[config.mk]
export PLATFORM = sky130hd
export DESIGN_NAME = psram_bist
export DESIGN_NICKNAME = d
export VERILOG_FILES = /design/src/rtl/psram_pkg.sv /design/src/rtl/psram_lfsr32.sv /design/src/rtl/psram_bist.sv
export SDC_FILE = /design/constraint.sdc
export NUM_CORES = 1
export LEC_CHECK = 0
export CAP_MARGIN = 20
export CELL_PAD_IN_SITES_DETAIL_PLACEMENT = 0
export CELL_PAD_IN_SITES_GLOBAL_PLACEMENT = 1
export CORE_MARGIN = 10
export CORE_UTILIZATION = 38
export DETAILED_ROUTE_END_ITERATION = 8
export GPL_TIMING_DRIVEN = 0
export PLACE_DENSITY_LB_ADDON = 0.1
export SLEW_MARGIN = 20
export SYNTH_ARGS = -nofsm -noshare
export SYNTH_HDL_FRONTEND = slang
export SYNTH_SLANG_ARGS = --single-unit
[constraint.sdc]
create_clock -name clk100m -period 5.4 [get_ports clk100m]
set_input_delay 0.54 -clock clk100m [delete_from_list [all_inputs] [get_ports clk100m]]
set_output_delay 0.54 -clock clk100m [all_outputs]
set_load 0.01 [all_outputs]
[src/rtl/psram_pkg.sv]
`default_nettype none
// ============================================================================
// Module      : psram_pkg
// Description : Shared widths, LFSR polynomial and BIST state encoding.
// Revision    : 1.0  initial release
// ============================================================================
package psram_pkg;

    localparam int PS_ADDR_W = 25;
    localparam int PS_DATA_W = 32;
    localparam logic [PS_DATA_W-1:0] LFSR_MASK = 32'h8020_0003;

    typedef enum logic [2:0] {
        ST_IDLE    = 3'd0,
        ST_WR_REQ  = 3'd1,
        ST_RD_REQ  = 3'd2,
        ST_RD_WAIT = 3'd3,
        ST_DONE    = 3'd4
    } bist_state_t;

    // Right-shifting Galois step: the bit shifted out folds the mask back in.
    function automatic logic [PS_DATA_W-1:0] lfsr_next(input logic [PS_DATA_W-1:0] cur);
        return {1'b0, cur[PS_DATA_W-1:1]} ^ (cur[0] ? LFSR_MASK : '0);
    endfunction

endpackage
`default_nettype wire

[src/rtl/psram_lfsr32.sv]
`default_nettype none
// ============================================================================
// Module      : psram_lfsr32
// Description : 32-bit Galois LFSR with seed load and single-step enable.
// Revision    : 1.0  initial release
// ============================================================================
module psram_lfsr32
    import psram_pkg::*;
(
    input  logic                 clk,
    input  logic                 rst,
    input  logic                 i_load,
    input  logic [PS_DATA_W-1:0] i_seed,
    input  logic                 i_step,
    output logic [PS_DATA_W-1:0] o_value
);

    logic [PS_DATA_W-1:0] r_value;

    // Load has priority so a rewind on the final write restarts the sequence cleanly.
    always_ff @(posedge clk) begin
        if (rst) begin
            r_value <= '0;
        end else if (i_load) begin
            r_value <= i_seed;
        end else if (i_step) begin
            r_value <= lfsr_next(r_value);
        end
    end

    assign o_value = r_value;

endmodule
`default_nettype wire

[src/rtl/psram_bist.sv]
`default_nettype none
// ============================================================================
// Module      : psram_bist
// Description : PSRAM self-test initiator: writes an LFSR pattern over a word
//               range, reads it back, counts mismatches and captures the first.
// Revision    : 1.0  initial release
// ============================================================================
module psram_bist
    import psram_pkg::*;
#(
    parameter logic [PS_ADDR_W-1:0] BASE_ADDR = 25'h0,
    parameter int unsigned          N_WORDS   = 1024,
    parameter logic [PS_DATA_W-1:0] SEED      = 32'h1,
    parameter int unsigned          TIMEOUT   = 1023
) (
    input  logic                 clk100m,
    input  logic                 phy_rst,
    input  logic                 start,
    output logic                 busy,
    output logic                 done,
    output logic                 pass,
    output logic                 timeout,
    output logic [15:0]          err_count,
    output logic [PS_ADDR_W-1:0] err_addr,
    output logic [PS_DATA_W-1:0] err_exp,
    output logic [PS_DATA_W-1:0] err_got,
    output logic [PS_ADDR_W-1:0] ps_addr,
    output logic                 ps_re,
    output logic                 ps_we,
    output logic                 ps_refresh,
    output logic [PS_DATA_W-1:0] ps_wdata,
    output logic [3:0]           ps_wbe,
    input  logic                 ps_cmdready,
    input  logic [PS_DATA_W-1:0] ps_rdata,
    input  logic                 ps_rdready
);

    localparam int                   c_TW        = $clog2(TIMEOUT + 1) + 1;
    localparam logic [c_TW-1:0]      c_TIMER_MAX = c_TW'(TIMEOUT);
    localparam int unsigned          c_LAST_I    = 32'(BASE_ADDR) + N_WORDS - 1;
    localparam logic [PS_ADDR_W-1:0] c_LAST_ADDR = PS_ADDR_W'(c_LAST_I);

    bist_state_t          r_state;
    bist_state_t          w_state_nxt;
    logic                 r_we;
    logic                 r_re;
    logic [PS_ADDR_W-1:0] r_addr;
    logic [c_TW-1:0]      r_timer;
    logic                 r_rdready_q;
    logic                 r_timeout;
    logic [15:0]          r_err_count;
    logic [PS_ADDR_W-1:0] r_err_addr;
    logic [PS_DATA_W-1:0] r_err_exp;
    logic [PS_DATA_W-1:0] r_err_got;

    logic [PS_DATA_W-1:0] w_lfsr;
    logic                 w_accept;
    logic                 w_rise;
    logic                 w_expired;
    logic                 w_last;
    logic                 w_mismatch;
    logic                 w_we_nxt;
    logic                 w_re_nxt;
    logic                 w_begin;
    logic                 w_rewind;
    logic                 w_advance;
    logic                 w_compare;
    logic                 w_abort;
    logic                 w_timer_run;

    assign w_accept   = (r_we | r_re) & ps_cmdready;
    assign w_rise     = ps_rdready & ~r_rdready_q;
    assign w_expired  = (r_timer == c_TIMER_MAX);
    assign w_last     = (r_addr == c_LAST_ADDR);
    assign w_mismatch = (ps_rdata != w_lfsr);

    psram_lfsr32 u_lfsr (
        .clk     (clk100m),
        .rst     (phy_rst),
        .i_load  (w_begin | w_rewind),
        .i_seed  (SEED),
        .i_step  (w_advance),
        .o_value (w_lfsr)
    );

    always_ff @(posedge clk100m) begin
        if (phy_rst) begin
            r_state <= ST_IDLE;
        end else begin
            r_state <= w_state_nxt;
        end
    end

    // Requests are registered: each accept drops the request for one cycle,
    // and the timer only runs while a handshake is outstanding.
    always_comb begin
        w_state_nxt = r_state;
        w_we_nxt    = 1'b0;
        w_re_nxt    = 1'b0;
        w_begin     = 1'b0;
        w_rewind    = 1'b0;
        w_advance   = 1'b0;
        w_compare   = 1'b0;
        w_abort     = 1'b0;
        w_timer_run = 1'b0;
        case (r_state)
            ST_IDLE, ST_DONE: begin
                if (start) begin
                    w_begin     = 1'b1;
                    w_we_nxt    = 1'b1;
                    w_state_nxt = ST_WR_REQ;
                end
            end
            ST_WR_REQ: begin
                if (w_accept) begin
                    w_advance = 1'b1;
                    if (w_last) begin
                        w_rewind    = 1'b1;
                        w_state_nxt = ST_RD_REQ;
                    end
                end else if (w_expired) begin
                    w_abort     = 1'b1;
                    w_state_nxt = ST_DONE;
                end else begin
                    w_timer_run = 1'b1;
                    w_we_nxt    = 1'b1;
                end
            end
            ST_RD_REQ: begin
                if (w_accept) begin
                    w_state_nxt = ST_RD_WAIT;
                end else if (w_expired) begin
                    w_abort     = 1'b1;
                    w_state_nxt = ST_DONE;
                end else begin
                    w_timer_run = 1'b1;
                    w_re_nxt    = 1'b1;
                end
            end
            ST_RD_WAIT: begin
                if (w_rise) begin
                    w_compare = 1'b1;
                    w_advance = 1'b1;
                    if (w_last) begin
                        w_state_nxt = ST_DONE;
                    end else begin
                        w_re_nxt    = 1'b1;
                        w_state_nxt = ST_RD_REQ;
                    end
                end else if (w_expired) begin
                    w_abort     = 1'b1;
                    w_state_nxt = ST_DONE;
                end else begin
                    w_timer_run = 1'b1;
                end
            end
            default: begin
                w_state_nxt = ST_IDLE;
            end
        endcase
    end

    always_ff @(posedge clk100m) begin
        if (phy_rst) begin
            r_we        <= 1'b0;
            r_re        <= 1'b0;
            r_addr      <= '0;
            r_timer     <= '0;
            r_rdready_q <= 1'b0;
            r_timeout   <= 1'b0;
            r_err_count <= '0;
            r_err_addr  <= '0;
            r_err_exp   <= '0;
            r_err_got   <= '0;
        end else begin
            r_we        <= w_we_nxt;
            r_re        <= w_re_nxt;
            r_rdready_q <= ps_rdready;
            r_timer     <= w_timer_run ? (r_timer + c_TW'(1)) : '0;
            if (w_begin) begin
                r_addr      <= BASE_ADDR;
                r_timeout   <= 1'b0;
                r_err_count <= '0;
                r_err_addr  <= '0;
                r_err_exp   <= '0;
                r_err_got   <= '0;
            end else begin
                if (w_rewind) begin
                    r_addr <= BASE_ADDR;
                end else if (w_advance) begin
                    r_addr <= r_addr + PS_ADDR_W'(1);
                end
                if (w_abort) begin
                    r_timeout <= 1'b1;
                end
                // Count saturates, so a zero count reliably marks the first mismatch.
                if (w_compare && w_mismatch) begin
                    if (r_err_count != 16'hFFFF) begin
                        r_err_count <= r_err_count + 16'd1;
                    end
                    if (r_err_count == 16'd0) begin
                        r_err_addr <= r_addr;
                        r_err_exp  <= w_lfsr;
                        r_err_got  <= ps_rdata;
                    end
                end
            end
        end
    end

    assign busy       = (r_state == ST_WR_REQ) || (r_state == ST_RD_REQ) || (r_state == ST_RD_WAIT);
    assign done       = (r_state == ST_DONE);
    assign pass       = done && (r_err_count == 16'd0) && !r_timeout;
    assign timeout    = r_timeout;
    assign err_count  = r_err_count;
    assign err_addr   = r_err_addr;
    assign err_exp    = r_err_exp;
    assign err_got    = r_err_got;
    assign ps_addr    = r_addr;
    assign ps_re      = r_re;
    assign ps_we      = r_we;
    assign ps_refresh = 1'b0;
    assign ps_wdata   = w_lfsr;
    assign ps_wbe     = 4'hF;

endmodule
`default_nettype wire
### Yosys cells after proc, flatten, opt, wreduce, memory -nomap -nowiden

Cells that the tools add are included.

* input bits: 37
* output and inout bits: 173
* flip-flop bits (word level): 180
* logic and storage cells: 83

* $add $sub $neg: 3
* reduce and logical (&&, ||, !) cells: 18
* equal/unequal tests: 10
* multiplexer cells: 32
* bitwise logic cells: 7

Operators with widths (count)
* two-way mux 32 bit: 1
* inequality test 32 bit: 1
* XOR 31 x 32 -> 32 bit: 1
* adder 25 x 1 -> 25 bit, second input constant: 1
* == test 25 x 10 -> 1 bit, second input constant: 1
* two-way mux 3 bit: 7
* two-way mux 1 bit: 18
* adder 16 x 1 -> 16 bit, second input constant: 1
* logical NOT 16 bit: 1
* inequality test 16 bit, second input constant: 1
* case mux 3 bit (4 select lines): 1
* adder 11 x 1 -> 11 bit, second input constant: 1
* == test 11 x 10 -> 1 bit, second input constant: 1
* case mux 1 bit (2 select lines): 5
* OR reduction 2 bit: 5
* == test 3 x 2 -> 1 bit, second input constant: 2
* AND reduction 2 bit: 3
* == test 3 x 1 -> 1 bit, second input constant: 1
* == test 3 bit, second input constant: 1
* logical AND 1 bit: 3
* logical NOT 3 bit: 1
* inequality test 3 bit, second input constant: 1
* OR reduction 3 bit: 1
* bitwise AND 1 bit: 2
* other kinds (6): 9

### Depth between registers and ports, before layout

* depth in word-level cells: 6
* depth in mapped cells: 11
* mapped depth without buffers: 8

### Hierarchy

Synthesis repeated with hierarchy kept, for this count alone.

* cells, all modules: 948
* area total of the unflattened synthesis: 8161.6 um^2

By module, submodules not included
* psram_bist: times used 1, area an instance 6556.3 um^2, sequential area each 2962.8 um^2, cells each 800
* psram_lfsr32: times used 1, area an instance 1605.3 um^2, sequential area each 640.6 um^2, cells each 148

### Worst setup path after synthesis

Ideal clock, no wire load.

* path kind: input -> register
* start: input ps_rdata[26]
* end: register r_err_exp[4] (netlist: err_exp[4])
* data required time: 5.331 ns
* buffers on the path: 3
* arrival time: 1.961 ns
* setup slack: 3.370 ns
* stages on the path: 9
* library setup time: 0.069 ns
* cells stage by stage: xor2_1 nor4_1 nand4_1 o21ai_2 buf_6 buf_8 buf_8 nand3_1 o21ai_1

* longest elaborated chain between the ends: 3

RTL lines
* from (decl): line psram_bist.sv:34 `input logic [PS_DATA_W-1:0] ps_rdata,`
* inequality test 32 bit: line psram_bist.sv:75 `assign w_mismatch = (ps_rdata != w_lfsr);`
* logical AND 1 bit: line psram_bist.sv:197 `if (w_compare && w_mismatch) begin`
* AND reduction 2 bit (no line)
* to (signal assigned): line psram_bist.sv:203 `r_err_exp <= w_lfsr;`
* to (decl): line psram_bist.sv:53 `logic [PS_DATA_W-1:0] r_err_exp;`

Every way passes these cells.
A chain may end at the register's enable or synchronous reset.

### Worst setup path in the final report

* start: input ps_rdata[8]
* end: register r_err_got[14] (netlist: err_got[14])

* longest elaborated chain between the ends: 3

RTL lines
* inequality test 32 bit: line psram_bist.sv:75
* logical AND 1 bit: line psram_bist.sv:197
* AND reduction 2 bit (no line)
* to (signal assigned): line psram_bist.sv:204 `r_err_got <= ps_rdata;`
* to (decl): line psram_bist.sv:54 `logic [PS_DATA_W-1:0] r_err_got;`

Every way passes these cells.

==> results.json <==
{
  "rows": 51,
  "dp_slack_ps": 1787,
  "syn_inst": 933,
  "viasPerCell": 5.081,
  "antenna_left": 0,
  "slew_violations": 0,
  "syn_avg_cell_area_um2": 8.148,
  "htree_levels": 4,
  "die_x_um": 161.4,
  "crit_buf_inv": 3,
  "antenna_found_initial": 1,
  "synth.distinct_cells": 51,
  "nNetsFinal": 1199,
  "avgRoutedWirePerCell_um": 18.41,
  "drt_iter0_markers": 433,
  "clkSinkCount": 180,
  "min_path_type": "reg -> reg",
  "worstMarginPinSlew_ps": 804.9,
  "synthesis.area_mm2": 0.007602,
  "max_stage_delay_ps": 590,
  "cts_hold_buf": 0,
  "fmax_mhz": 320.5,
  "cpLargestDelayFamily": "simple AND/OR/NAND/NOR gates",
  "critical_path_class": "in -> reg",
  "holdWs_ps": 455.7,
  "p_leak_nw": 3.576,
  "clk_pin_slew_ps": 80,
  "ir_drop_v": 0.0002362,
  "crit_path_top_delay_cell": "o21ai_2",
  "die_y_um": 161.4,
  "place_congestion": 0.8197,
  "yosys_warnings": 0,
  "cts_buffer_depth": 2,
  "drive_above_1_share": 0.05636,
  "period_share": 0.5778,
  "ctsResizeCount": 0,
  "core_region_area_mm2": 0.01959,
  "worst_slack_ps": 2280,
  "rsz0062_at_grt": "no",
  "num_io_pins": 210,
  "skew_ps": 11.07,
  "powerDensity_mw_per_mm2": 266.2,
  "async_reset_ff_frac": 0,
  "insertion_delay_ps": 430,
  "fin_tns_setup_ps": 0,
  "grt_pass1_wl_um": 41280,
  "setup_viol_count_final": 0,
  "grt-ovfl-total": 0,
  "status": "completed",
  "cp_cell_sequence": "clkdlybuf4s50_1 > xor2_1 > nor4_1 > nand4_1 > o21ai_2 > buf_6 > buf_2 > nand3_1 > o21ai_0",
  "grtUsageTotal": 0.1973,
  "syn2layout_area_growth_pct": 39.25,
  "cp-end-kind": "flop",
  "remaining_drc_errors": 0,
  "hold_violations": 0,
  "start_util": 0.3881,
  "yosysSeqAreaShare": 0.4740,
  "ys_ff_latch": 180,
  "grt_max_degree": 18,
  "grt_pass1_vias": 7093,
  "synth_ff_type": "dfxtp_1",
  "arrival_ps": 3470,
  "synth-edff-count": 0,
  "period_needed_ps": 3120,
  "hpwlAfterDp_um": 19670,
  "dr.pass1.iters": 5,
  "total_power_mw": 2.818,
  "start_kind": "input pin",
  "cts-root-buf": "clkbuf_16",
  "maxCapViolations": 0,
  "rrSetupSlack_ps": 2390,
  "vias": 7302,
  "postCtsSetupRepairBufs": 0,
  "required_ps": 5750,
  "tritoncts": "done",
  "maxSlewHeadroom": 0.4592,
  "dieArea_mm2": 0.02606,
  "port_buffers": 203,
  "wl_um": 26450,
  "path_max_fanout": 10,
  "cts_buffers": 17
}
==> sequential cells by signal (all words and copies together) (netlist names) <==
| name | flops |
|---|---|
| err_exp | 32 |
| u_lfsr.o_value | 32 |
| err_count | 16 |
| r_rdready_q | 1 |
| timeout | 1 |
| ps_addr | 25 |
| ps_we | 1 |
| err_addr | 25 |
| ps_re | 1 |
| err_got | 32 |
| r_timer | 11 |
| r_state | 3 |
==> worst reg2reg max path, cell delays in order, from the launching register on <==
cell and delay (ps):
dfxtp_1 510, xor2_1 160, nor4_1 510, nand4_1 420, o21ai_2 590, buf_6 240, buf_2 280, nand3_1 110
o21ai_0 100
==> cell usage in the layout (no fill, tap or decap), types with 3 or more instances in the layout <==
cell type	n
clkdlybuf4s50_1	203
nand3_1	115
xnor2_1	13
and3_1	7
o31ai_1	6
conb_1	5
a21oi_1	42
clkbuf_16	17
or4_1	7
buf_8	3
nor2_1	58
inv_8	3
nand4_1	14
nand2_1	180
ha_1	4
buf_4	8
o21ai_0	77
xor2_1	54
or3_1	3
mux2i_1	7
nor2b_1	3
nand2b_1	9
o21ai_1	21
inv_6	4
nor3_1	11
clkinvlp_4	4
inv_1	8
buf_2	11
dfxtp_1	180
clkbuf_1	38
nor4_1	17
buf_1	3
==> final cells by class <==
type | instances | area [um^2]
well taps | 265 | 331.6
multi-input cells | 682 | 3645
diodes | 1 | 2.502
clock inverters | 14 | 167.7
plain buffers | 66 | 335.3
flip-flops and latches | 180 | 3603
fillers | 1939 | 9004
inverters | 8 | 30.03
repair buffers | 203 | 2032
clock buffers | 18 | 439.2
==> metal layers <==
metal	wire length [um]	vias to the layer above	track usage
met2	12310	202	0.3133
met5	0	-	0
li1	-	3643	-
met1	11780	3444	0.2532
met4	241	0	0.03639
met3	2122	13	0.07168
==> cell usage after synthesis (2+ instances only) <==
cell type    n  area share
nor4_1      17       0.014
o21ai_0     77       0.051
ha_1         4      0.0066
buf_2       11      0.0072
or3_1        3      0.0025
clkbuf_1    38       0.019
buf_1        3      0.0015
and3_1       7      0.0058
a211oi_1     2      0.0020
and4_1       2      0.0023
nor4b_1      2      0.0023
xnor2_1     13       0.015
mux2i_1      7      0.0092
o21a_1       2      0.0020
nand4_1     14       0.012
clkbuf_2     2      0.0013
o31ai_1      6      0.0059
nand2_1    180       0.089
nand3_1    115       0.076
nor2_1      58       0.029
nor2b_1      3      0.0025
buf_8        3      0.0059
dfxtp_1    180        0.47
o41ai_1      2      0.0023
o21ai_1     21       0.014
o311a_1      2      0.0026
inv_1        8      0.0040
nor3_1      11      0.0072
or4_1        7      0.0069
buf_4        8      0.0079
conb_1       2     0.00099
xor2_1      54       0.062
a21oi_1     42       0.028
nand2b_1     9      0.0074
o21ai_2      2      0.0023
==> stage by stage <==
| step | std cells | cell area [um^2] | utilization |
|---|---|---|---|
| after floorplan | 936 | 7614 | - |
| after global placement | 1404 | 9977 | 0.5093 |
| after global routing | 1437 | 10590 | 0.5404 |
| final | 1437 | 10590 | 0.5404 |
| after detailed placement | 1404 | 9977 | 0.5093 |
| after CTS | 1436 | 10580 | 0.5403 |
==> worst paths after layout <==
check                                        start     endpoint  cells past startpoint
worst min-delay path                    err_exp[8]   err_exp[8]                      2
worst min register to register          err_exp[8]   err_exp[8]                      2
worst max register to register  u_lfsr.o_value[15]  err_got[14]                      8
worst max-delay path                   ps_rdata[8]  err_got[14]                      9
==> kinds of logic (layout without fill, tap and decap cells) <==
family          after synthesis  in the layout  share of synthesized area
fa+ha+maj                     4              4                   0.006584
buf+inv                      74            309                    0.04806
compound gates              163            163                     0.1169
mux                           7              7                   0.009217
other cells                   2              6                  0.0009879
flops                       180            180                     0.4740
simple gates                436            436                     0.2671
xor+xnor                     67             67                    0.07719
==> power breakdown <==
| part | internal (mW) | switching [mW] |
|---|---|---|
| sequential | 1.33 | 0.00395 |
| combinational | 0.0650 | 0.124 |
| clock | 0.711 | 0.583 |
| total | 2.11 | 0.711 |
Power figures use the tool's default switching activity.
